**config.mk**
```make
export PLATFORM = sky130hd
export DESIGN_NAME = keycode_display_queue
export DESIGN_NICKNAME = d
export VERILOG_FILES = /design/src/rtl/keycode_display_queue.sv
export SDC_FILE = /design/constraint.sdc
export NUM_CORES = 1
export LEC_CHECK = 0
export CAP_MARGIN = 20
export CORE_ASPECT_RATIO = 0.6
export CORE_MARGIN = 4
export CORE_UTILIZATION = 45
export DETAILED_ROUTE_END_ITERATION = 12
export GPL_TIMING_DRIVEN = 0
export SYNTH_ARGS = -nofsm -noshare
export SYNTH_HDL_FRONTEND = slang
export SYNTH_SLANG_ARGS = --single-unit
```
**constraint.sdc**
```tcl
create_clock -name clk -period 11.37 [get_ports clk]
set_clock_uncertainty 0.1 [all_clocks]
set_input_delay 2.8425 -clock clk [delete_from_list [all_inputs] [get_ports clk]]
set_output_delay 2.8425 -clock clk [all_outputs]
set_load 0.01 [all_outputs]
```
**src/rtl/keycode_display_queue.sv**
```systemverilog
// Queues sound-box keypresses and shows each one on the board LEDs for a fixed hold time.
// When the queue is empty, the LEDs fall back to the sound-box debug bits.
`timescale 1ns/1ps
module keycode_display_queue #(
  parameter int          CODE_W      = 16,
  parameter int          DEPTH       = 8,
  parameter int unsigned HOLD_CYCLES = 27000000,
  parameter int unsigned IDLE_CYCLES = 6750000
) (
  input  logic                   clk,
  input  logic                   hw_reset,
  input  logic [CODE_W-1:0]      keycode_in,
  input  logic                   keycode_valid,
  input  logic [2:0]             idle_debug,
  input  logic                   clear_overflow,
  output logic [5:0]             led_buf,
  output logic [CODE_W-1:0]      display_code,
  output logic                   showing,
  output logic [$clog2(DEPTH):0] fifo_count,
  output logic                   overflow
);

  localparam int          AW          = $clog2(DEPTH);
  localparam logic [31:0] HOLD_RELOAD = 32'(HOLD_CYCLES - 1);
  localparam logic [31:0] IDLE_RELOAD = 32'(IDLE_CYCLES - 1);
  localparam logic [5:0]  POWER_ON    = 6'b110011;

  typedef enum logic {IDLE, SHOW} state_t;

  state_t              state;
  state_t              state_next;
  logic                prev_valid;
  logic [CODE_W-1:0]   last_code;
  logic                push;
  logic                pop;
  logic                to_idle;
  logic                accept;
  logic                drop;
  logic                full;
  logic                has_data;
  logic [AW-1:0]       wr_ptr;
  logic [AW-1:0]       rd_ptr;
  logic [CODE_W-1:0]   mem [DEPTH];
  logic [CODE_W-1:0]   head;
  logic [31:0]         hold_timer;
  logic [31:0]         idle_timer;

  // A held valid pushes once, plus again whenever the code changes while still held.
  assign push     = keycode_valid && (!prev_valid || (keycode_in != last_code));
  assign full     = (fifo_count == (AW+1)'(DEPTH));
  assign has_data = (fifo_count != '0);
  assign accept   = push && (!full || pop);
  assign drop     = push && full && !pop;
  assign head     = mem[rd_ptr];

  always_ff @(posedge clk or posedge hw_reset) begin
    if (hw_reset) begin
      prev_valid <= 1'b0;
      last_code  <= '0;
    end else begin
      prev_valid <= keycode_valid;
      if (push) begin
        last_code <= keycode_in;
      end
    end
  end

  always_ff @(posedge clk or posedge hw_reset) begin
    if (hw_reset) begin
      wr_ptr     <= '0;
      rd_ptr     <= '0;
      fifo_count <= '0;
      overflow   <= 1'b0;
      for (int i = 0; i < DEPTH; i++) begin
        mem[i] <= '0;
      end
    end else begin
      if (accept) begin
        mem[wr_ptr] <= keycode_in;
        wr_ptr      <= wr_ptr + 1'b1;
      end
      if (pop) begin
        rd_ptr <= rd_ptr + 1'b1;
      end
      case ({accept, pop})
        2'b10:   fifo_count <= fifo_count + 1'b1;
        2'b01:   fifo_count <= fifo_count - 1'b1;
        default: fifo_count <= fifo_count;
      endcase
      // A drop in the same cycle as a clear keeps the flag set.
      if (drop) begin
        overflow <= 1'b1;
      end else if (clear_overflow) begin
        overflow <= 1'b0;
      end
    end
  end

  always_ff @(posedge clk or posedge hw_reset) begin
    if (hw_reset) begin
      state <= IDLE;
    end else begin
      state <= state_next;
    end
  end

  always_comb begin
    state_next = state;
    pop        = 1'b0;
    to_idle    = 1'b0;
    case (state)
      IDLE: begin
        if (has_data) begin
          pop        = 1'b1;
          state_next = SHOW;
        end
      end
      SHOW: begin
        if (hold_timer == '0) begin
          if (has_data) begin
            pop = 1'b1;
          end else begin
            to_idle    = 1'b1;
            state_next = IDLE;
          end
        end
      end
      default: state_next = IDLE;
    endcase
  end

  // Popping a new entry outranks both the idle refresh and the return to idle.
  always_ff @(posedge clk or posedge hw_reset) begin
    if (hw_reset) begin
      led_buf      <= POWER_ON;
      display_code <= '0;
      showing      <= 1'b0;
      hold_timer   <= '0;
      idle_timer   <= IDLE_RELOAD;
    end else if (pop) begin
      display_code <= head;
      led_buf      <= {1'b1, head[4:0]};
      showing      <= 1'b1;
      hold_timer   <= HOLD_RELOAD;
    end else if (to_idle) begin
      led_buf[5]   <= 1'b0;
      led_buf[2:0] <= idle_debug;
      showing      <= 1'b0;
      idle_timer   <= IDLE_RELOAD;
    end else if (state == SHOW) begin
      hold_timer <= hold_timer - 32'd1;
    end else if (idle_timer == '0) begin
      led_buf[5]   <= 1'b0;
      led_buf[2:0] <= idle_debug;
      idle_timer   <= IDLE_RELOAD;
    end else begin
      idle_timer <= idle_timer - 32'd1;
    end
  end

endmodule
```
# ---- After elaboration in Yosys (flattened, before gate mapping)
# Index checks and enable logic that the tools add are counted.
dict set report word_totals {
  register_bits 244
  input_bits 23
  word_cells 95
}
dict set report classes {
  n_addsub 6
  magnitude_cmp 3
  eq_ne 7
  muxes 33
  n_bitwise 4
  reduce_logical 21
}
# cell n
set op_table {}
lappend op_table {{$mux 32} 6}
lappend op_table {{$bwmux 128} 1}
lappend op_table {{$logic_not 32->1} 2}
lappend op_table {{$sub 32x1->32 const B} 2}
lappend op_table {{$bmux 16 s3} 1}
lappend op_table {{$demux 16 s3} 1}
lappend op_table {{$mux 16} 3}
lappend op_table {{$ne 16x16->1} 1}
lappend op_table {{$mux 1} 14}
lappend op_table {{$mux 3} 4}
lappend op_table {{$ge 4x4->1 const B} 2}
lappend op_table {{$not 3->4} 2}
lappend op_table {{$pmux 4 s2} 1}
lappend op_table {{$reduce_bool 2->1} 4}
lappend op_table {{$add 3x1->3 const B} 2}
lappend op_table {{$reduce_and 2->1} 3}
lappend op_table {{$logic_and 1x1->1} 5}
lappend op_table {{$add 4x1->4 const B} 1}
lappend op_table {{$eq 4x4->1 const B} 1}
lappend op_table {{$lt 4x1->1 const B} 1}
lappend op_table {{$pmux 1 s2} 2}
lappend op_table {{$reduce_bool 4->1} 1}
lappend op_table {{$sub 4x1->4 const B} 1}
lappend op_table {{$logic_not 1->1} 3}
lappend op_table {{8 further kinds} 10}

# ---- Depth between registers and ports, before layout
# Gate-level depths: netlist of run 1.
dict set report logic_depth {
  word_depth 8
  ltp_mapped 15
}

# ---- Worst setup path before layout of run 1
# OpenSTA, ideal clock, no wires.
dict set report synth_path {
  path_type {in2reg}
  startpoint {input keycode_in[11]}
  endpoint {register fifo_count[2]}
  setup_ns 0.130
  arrival_time_ns 5.571
  t_required_ns 11.140
  slack_ns 5.569
  path_stages 15
  cell_sequence {clkbuf_1 -> xor2_1 -> nor4_1 -> nand3_1 -> o21ai_0 -> clkbuf_1 -> nor2_1 -> inv_1 -> ha_1 -> xor2_1 -> ha_1 -> a21oi_1 -> xor2_1 -> nor2_1 -> xor2_1}
}
dict set report synth_via {
  elab_chain_cells 6
  word_cells_on_any_way 8
}
# element line
set synth_lines {}
lappend synth_lines {{from (decl)} 12} ;# input logic [CODE_W-1:0] keycode_in,
lappend synth_lines {{$ne 16x16->1 (*)} 49} ;# assign push = keycode_valid && (!prev_valid || (keycode_in != last_code));
lappend synth_lines {{$logic_or 1x1->1 (*)} 49}
lappend synth_lines {{$logic_and 1x1->1 (*)} 49}
lappend synth_lines {{$logic_and 1x1->1 (*)} 52} ;# assign accept = push && (!full || pop);
lappend synth_lines {{$eq 2x1->1 or $eq 2x2->1 (tied branches)} 85} ;# case ({accept, pop})
lappend synth_lines {{$pmux 4 s2 or $reduce_bool 2->1 (tied branches)} -}
lappend synth_lines {{to (signal assigned)} 86} ;# 2'b10: fifo_count <= fifo_count + 1'b1;
lappend synth_lines {{to (signal assigned)} 87} ;# 2'b01: fifo_count <= fifo_count - 1'b1;
lappend synth_lines {{to (signal assigned)} 88} ;# default: fifo_count <= fifo_count;
lappend synth_lines {{to (decl)} 19} ;# output logic [$clog2(DEPTH):0] fifo_count,
# Mark *: on every way between the ends. The rest lies on a longest branch, timed or not.
# A chain may end at the register's enable or synchronous reset.

# ---- Worst setup path after layout of run 1
dict set report layout_path {
  startpoint {input keycode_in[2]}
  endpoint {register fifo_count[2]}
}
# Same word-level chain as after synthesis.

==> results of run 1 <==
==> worst max path at each step <==
stage                        from              end
global placement         hw_reset          mem[87]
detailed placement  keycode_in[2]    fifo_count[2]
floorplan                hw_reset  display_code[0]
global route        keycode_in[2]    fifo_count[2]
finish              keycode_in[2]    fifo_count[2]
CTS                 keycode_in[2]    fifo_count[2]
==> worst max-delay path: cells and delay by family <==
kind / cells / cell delay (ns)
adder cells (fa/ha/maj): 2 / 0.46
AO/OA/AOI/OAI: 2 / 0.57
buffers and inverters: 3 / 1.25
XOR/XNOR: 4 / 0.63
AND/OR/NAND/NOR: 4 / 1.00
==> state kept, by name (all words and copies together), names as in the netlist <==
signal and count:
rd_ptr 3, display_code 15, overflow 1, idle_timer 32, last_code 16, fifo_count 4
showing 1, wr_ptr 3, hold_timer 32, led_buf 6, mem 128, state 1
prev_valid 1
==> power by group through the flow <==
stage / registers, W / logic [W] / clock network [W]
global placement: 0.00135 / 0.000890 / 0
CTS: 0.00134 / 0.000922 / 0.000949
global route: 0.00139 / 0.00101 / 0.000986
floorplan: 0.00131 / 0.000692 / 0
finish: 0.00135 / 0.000922 / 0.000931
detailed placement: 0.00136 / 0.000918 / 0
==> cell usage after synthesis, types with 20 or more instances <==
cell type  instances  area share [%]
a21oi_1           31             1.3
clkbuf_1          45             1.5
dfrtp_1          222              48
dfstp_2           21             4.8
mux2_2           134              13
mux4_2            32             6.2
nand2_1           57             1.8
nor2_1            46             1.5
nor3_1            36             1.6
nor4_1            20             1.1
o21ai_0           54             2.3
xor2_1            27             2.0
==> area by class of cell <==
type | instances | area (um^2) | share of cell area (%)
flip-flops and latches | 243 | 6110 | 45.6
multi-input cells | 616 | 5170 | 38.6
clock buffers | 37 | 781 | 5.83
well taps | 329 | 412 | 3.07
repair buffers | 39 | 410 | 3.06
plain buffers | 65 | 282 | 2.10
clock inverters | 9 | 166 | 1.24
inverters | 17 | 71.3 | 0.532
==> layer usage <==
layer  track usage (%)  routed length, um  share of wire (%)
met1              35.4              15600                 54
met2              26.8              11300                 39
met3              4.08               1760                6.0
met4              3.40                389                1.3
met5                 0                  0                  0
==> through the flow <==
stage	worst slack (ns)	total power [W]	instances	util [%]	area, um^2
after detailed placement	4.49	0.00227	1307	49.0	12400
after global placement	-1.71	0.00224	1304	48.8	12400
after global routing	4.62	0.00338	1355	52.9	13400
after floorplan	1.79	0.00201	941	-	11600
final	4.94	0.00320	1355	52.9	13400
after CTS	5.05	0.00322	1353	52.8	13400
==> logic make-up (layout without fill, tap and decap cells) <==
family | count (synthesis) | count (layout) | synth area share, %
flops | 243 | 243 | 52.6
fa+ha+maj | 8 | 8 | 0.862
simple gates | 234 | 234 | 11.0
buf+inv | 82 | 167 | 2.98
xor+xnor | 44 | 44 | 3.32
compound gates | 138 | 138 | 7.33
mux | 192 | 192 | 21.9
==> qor.tcl, run 1 <==
set qor(pin_count) 51
set qor(maxCapViolations) 0
set qor(drive_above_1_share_pct) 27.0
set qor(wl_per_cell_um) 21.5
set qor(route.detailed.vias_per_inst) 5.80
set qor(postCtsResizedCells) 0
set qor(synth_seq_cells) 243
set qor(setup.worst_path.start_class) {primary input}
set qor(ir_drop_mv) 0.117
set qor(wire_length_of_the_first_global_routing_pass_mm) 46.5
set qor(route.vias.total) 7861
set qor(root_buffer_cell) {clkbuf_16}
set qor(number_of_enable_type_register_cells_in_the_synthesized_netlist) 0
set qor(clock_tree.htree_level_count) 1
set qor(top_reg_cell_synth) {dfrtp_1}
set qor(worstSkewPairLatency_ns) 0.54
set qor(hold_path_end) {hold_timer[11]}
set qor(port_buffers) 34
set qor(powerDensity_nw_per_um2) 239
set qor(async_set_or_reset_flop_fraction_in_the_synthesized_netlist_pct) 100
set qor(rsz0062_at_grt) {false}
set qor(achievable-frequency_ghz) 0.155
set qor(dp_hpwl_mm) 19.4
set qor(cts_setup_buffers) 0
set qor(period_share_pct) 56.6
set qor(post-route-drc-count) 0
set qor(placeableCoreArea_um2) 25300
set qor(layout_commonest_cell) {dfrtp_1}
set qor(post_synth_inst_count) 941
set qor(seq_area_frac_synth_pct) 52.6
set qor(synth_nets) 972
set qor(worstSetupEndpointType) {flop}
set qor(routed_wl_mm) 29.1
set qor(num-nets-final) 1038
set qor(fp-row-count) 45
set qor(run_status) {finished, final reports clean}
set qor(worstHoldPathCells) 1
set qor(critical_path_arrival_ns) 6.75
set qor(floorplan.initialDensity_pct) 45.8
set qor(cp.required_ns) 11.69
set qor(number_of_hold_violations_in_the_final_report) 0
set qor(whs_ns) 0.376
set qor(p_sw_share_pct) 29.0
set qor(critical_path.reg2reg.endpoint) {fifo_count[2]}
set qor(final.fill_count) 2164
set qor(power_frac_seq_pct) 42.1
set qor(critPathKind) {in -> reg}
set qor(drt_iter0_drc) 593
set qor(min_from) {hold_timer[11]}
set qor(finalSetupViolations) 0
set qor(pwr-share-comb_pct) 28.8
set qor(critPathMaxStageDelay_ns) 0.75
set qor(p_leak_nw) 5.42
set qor(dieWidth_um) 215
set qor(post_synthesis_to_final_layout_area_growth_pct) 15.5
set qor(clock_path_buffers) 3
set qor(timing.max_slew.rel_slack_pct) 28.2
set qor(yosysWarnings) 0
set qor(power.internal_w) 0.00227
set qor(grt_remaining_overflow) 0
set qor(number_of_antenna_violations_at_the_first_check_in_global_routing) 0
set qor(final.min_clock_period_ns) 6.43
set qor(power.clock.fraction_pct) 29.1
set qor(finalWeightedCongestion) 0.821
set qor(cts_made_buffers) 25
set qor(cts.hold.buffers_added) 0
set qor(syn-cell-area_um2) 11600
set qor(worstHoldPathType) {reg -> reg}
set qor(finalMaxSlewViolations) 0
set qor(grt_pass1_vias) 7642
set qor(die-area_um2) 28500
set qor(detail_route.first_pass.iterations) 5
set qor(ff2ff_setup_slack_ns) 6.21
set qor(worst_pin_slew_ns) 1.08
set qor(maximum_number_of_pins_on_one_net_before_global_route_repair) 129
set qor(power.net_switching_w) 0.000928
set qor(die_y_um) 132
set qor(path_max_fanout) 10
set qor(critPathMostFrequentCell) {xor2_1}
set qor(final_antenna_net_count) 0
set qor(r2r.worst_path.cells) 14
set qor(cp_slowest_cell) {clkbuf_1}
set qor(antenna-diode-count) 0
set qor(crit_chain) {clkbuf_1 -> xor2_1 -> nor4_1 -> nand3_1 -> o21ai_0 -> clkbuf_1 -> nor2_1 -> inv_1 -> ha_1 -> xor2_1 -> ha_1 -> a21oi_1 -> xor2_1 -> nor2_1 -> xor2_1}
set qor(synthDistinctLibCells) 62
set qor(cts_tree) {yes}
set qor(layout.cells.most_common_list) {dfrtp_1 (222), mux2_2 (134), nand2_1 (57)}
set qor(total_number_of_clock_tree_sinks) 243
set qor(crit-reg2reg-launch) {hold_timer[8]}
set qor(overall_global_routing_usage_pct) 20.6
set qor(setup-tns-final_ns) 0
set qor(clk_pin_slew_worst_paths_ns) 0.06
set qor(syn_avg_cell_area_um2) 12.3
Note: power is estimated with default switching activity, not from simulation.
==> inputs of run 2 (changes only) <==
==> constraint.sdc (replaced) <==
create_clock -name clk -period 6.7 [get_ports clk]
set_clock_uncertainty 0.1 [all_clocks]
set_input_delay 1.675 -clock clk [delete_from_list [all_inputs] [get_ports clk]]
set_output_delay 1.675 -clock clk [all_outputs]
set_load 0.01 [all_outputs]
==> run 2 against run 1 <==
  * Clock power rose by 42%
  * Flip-flop and latch count unchanged
  * Sequential share of layout area rose by 0.29 points
  * Sequential power up 69%
  * Final cell count up 0.37%
  * Count of clock-buffer cells in the layout fell by 4
  * Critical path type unchanged
  * Critical endpoint unchanged
  * First-iteration DRC count up 28%
  * Non-clock buffer count up 7
==> qor.tcl, run 2 (synthesis results as in run 1) <==
set qor(number_of_antenna_violations_at_the_first_check_in_global_routing) 0 ;# unchanged
set qor(power.net_switching_w) 0.00155 ;# +67%
set qor(worstSetupEndpointType) {flop}
set qor(p_leak_nw) 5.38 ;# -0.72%
set qor(grt_pass1_vias) 7625 ;# -0.22%
set qor(place_worst_setup_slack_ns) 0.741 ;# -3.75 ns
set qor(cts_tree) {yes}
set qor(root_buffer_cell) {clkbuf_16}
set qor(setup.worst_path.start_class) {primary input}
set qor(clock_tree.htree_level_count) 1 ;# unchanged
set qor(crit_end) {fifo_count[2]}
set qor(maxCapViolations) 0 ;# unchanged
set qor(dp_hpwl_mm) 20.1 ;# +3.6%
set qor(period_share_pct) 84.1
set qor(final_antenna_net_count) 0 ;# unchanged
set qor(total_number_of_clock_tree_sinks) 243 ;# unchanged
set qor(powerDensity_nw_per_um2) 387 ;# +62%
set qor(cts.hold.buffers_added) 0 ;# unchanged
set qor(post-place-cells) 1315 ;# +0.61%
set qor(cp.required_ns) 7.00 ;# -4.69 ns
set qor(port_buffers) 34 ;# unchanged
set qor(grt_remaining_overflow) 0 ;# unchanged
set qor(path_max_fanout) 10 ;# unchanged
set qor(layout.cell_area.non_filler_um2) 13300 ;# -0.63%
set qor(dieWidth_um) 215 ;# unchanged
set qor(critical_path_arrival_ns) 5.94 ;# -0.81 ns
set qor(route.vias.total) 7851 ;# -0.13%
set qor(worstHoldPathCells) 1 ;# unchanged
set qor(number_of_hold_violations_in_the_final_report) 0 ;# unchanged
set qor(die_y_um) 132 ;# unchanged
set qor(rsz0062_at_grt) {false}
set qor(critPathKind) {in -> reg}
set qor(stdcell_count) 1360 ;# +0.37%
set qor(ir_drop_mv) 0.238 ;# +100%
set qor(route.detailed.vias_per_inst) 5.77 ;# -0.49%
set qor(die-area_um2) 28500 ;# unchanged
set qor(registers.top_by_ff_count) {mem}
set qor(clock_path_buffers) 3 ;# unchanged
set qor(drt_iter0_drc) 757 ;# +28%
set qor(critical_path.reg2reg.endpoint) {fifo_count[2]}
set qor(layout_commonest_cell) {dfrtp_1}
set qor(layout.cells.most_common_list) {dfrtp_1 (222), mux2_2 (134), nand2_1 (57)}
set qor(largestRegisters) {mem x128, hold_timer x32, idle_timer x32}
set qor(postCtsResizedCells) 0 ;# unchanged
set qor(finalMaxSlewViolations) 0 ;# unchanged
set qor(cts_setup_buffers) 0 ;# unchanged
set qor(fp-row-count) 45 ;# unchanged
set qor(placeableCoreArea_um2) 25300 ;# unchanged
set qor(clk_pin_slew_worst_paths_ns) 0.06 ;# about the same
set qor(overall_global_routing_usage_pct) 20.3 ;# -0.35 points
set qor(flip_flop_count_of_the_largest_register_all_copies_and_words_added) 128 ;# unchanged
set qor(cts_made_buffers) 24 ;# -4.0%
set qor(power.clock.fraction_pct) 25.6 ;# -3.5 points
set qor(routed_wl_mm) 28.9 ;# -0.61%
set qor(pwr-share-comb_pct) 30.1 ;# +1.3 points
set qor(run_status) {finished, final reports clean}
set qor(power.internal_w) 0.00361 ;# +59%
set qor(worstSkewPairLatency_ns) 0.54 ;# about the same
set qor(wl_per_cell_um) 21.3 ;# -0.98%
set qor(p_sw_share_pct) 30.0 ;# +0.98 points
set qor(finalWeightedCongestion) 0.805 ;# -1.9%
set qor(crit-reg2reg-launch) {hold_timer[8]}
set qor(antenna-diode-count) 0 ;# unchanged
set qor(power_frac_seq_pct) 44.3 ;# +2.2 points
set qor(num-nets-final) 1044 ;# +0.58%
set qor(post-route-drc-count) 0 ;# unchanged
set qor(finalSetupViolations) 0 ;# unchanged
set qor(detail_route.first_pass.iterations) 5 ;# unchanged
set qor(drive_above_1_share_pct) 27.0 ;# -0.034 points
set qor(worstHoldPathType) {reg -> reg}
set qor(achievable-frequency_ghz) 0.177
set qor(wire_length_of_the_first_global_routing_pass_mm) 45.7 ;# -1.7%
set qor(post_synthesis_to_final_layout_area_growth_pct) 14.7
set qor(fin_ws_ns) 1.07 ;# -3.87 ns
set qor(floorplan.initialDensity_pct) 45.8 ;# unchanged
set qor(r2r.worst_path.cells) 14 ;# unchanged
set qor(ff2ff_setup_slack_ns) 1.34 ;# -4.87 ns
set qor(postPlaceCellArea_um2) 12500 ;# +0.98%
set qor(startpoint) {keycode_in[2]}
set qor(worst_pin_slew_ns) 1.18 ;# +0.103 ns
set qor(setup-tns-final_ns) 0 ;# unchanged
set qor(pin_count) 51 ;# unchanged
set qor(timing.max_slew.rel_slack_pct) 21.3 ;# -6.9 points
set qor(maximum_number_of_pins_on_one_net_before_global_route_repair) 42 ;# -67%
set qor(final.min_clock_period_ns) 5.63
-- run 2: cell count changes in the layout (fill, tap and decap cells not counted), moves of 2 or more --
cell | before | now
bufinv_16 | 4 | 0
clkbuf_8 | 11 | 5
clkinvlp_4 | 1 | 3
clkbuf_1 | 46 | 49
clkinv_2 | 2 | 7
buf_12 | 0 | 7
-- run 2: cell type report --
| cell class | count | area (um^2) |
|---|---|---|
| fillers | 2195 | 12000 |
| well taps | 329 | 412 |
| clock buffers | 33 | 684 |
| multi-input cells | 616 | 5170 |
| plain buffers | 65 | 282 |
| inverters | 17 | 67.6 |
| repair buffers | 46 | 520 |
| flip-flops and latches | 243 | 6110 |
| clock inverters | 11 | 77.6 |
-- run 2: how the worst min path moves through the flow --
stage / startpoint / endpoint
after floorplan: hold_timer[11] / hold_timer[11]
after global placement: hold_timer[11] / hold_timer[11]
after detailed placement: hold_timer[11] / hold_timer[11]
after CTS: hold_timer[19] / hold_timer[19]
after global routing: hold_timer[11] / hold_timer[11]
final: hold_timer[11] / hold_timer[11]
-- run 2: metrics by stage --
| step | hold WS [ns] | util [%] | power, W |
|---|---|---|---|
| floorplan | 0.332 | - | 0.00340 |
| global placement | 0.354 | 48.8 | 0.00380 |
| detailed placement | 0.358 | 49.5 | 0.00386 |
| CTS | 0.365 | 52.5 | 0.00519 |
| global route | 0.399 | 52.6 | 0.00545 |
| finish | 0.366 | 52.6 | 0.00516 |
-- run 2: metal layers --
metal / routed length, um / global-route usage (%) / vias up
met4: 376 / 3.04 / 0
met1: 16100 / 35.2 / 4066
met3: 1430 / 3.78 / 33
li1: - / - / 3581
met2: 11000 / 26.1 / 171
met5: 0 / 0 / -
-- run 2: power by group through the flow --
stage / Sequential (W) / Clock [W] / Combinational, W
2_1_floorplan: 0.00223 / 0 / 0.00117
3_3_place_gp: 0.00229 / 0 / 0.00151
3_5_place_dp: 0.00230 / 0 / 0.00156
4_1_cts: 0.00228 / 0.00135 / 0.00157
5_1_grt: 0.00235 / 0.00141 / 0.00169
6_report: 0.00228 / 0.00132 / 0.00155
-- run 2: critical path, cell delays in order --
cell and delay (ns):
clkbuf_1 0.34, xor2_1 0.24, nor4_1 0.74, nand3_1 0.15, o21ai_0 0.53, clkbuf_1 0.82
nor2_1 0.21, inv_1 0.13, ha_1 0.27, xor2_1 0.10, ha_1 0.20, a21oi_1 0.14
xor2_1 0.15, nor2_1 0.06, xor2_1 0.14
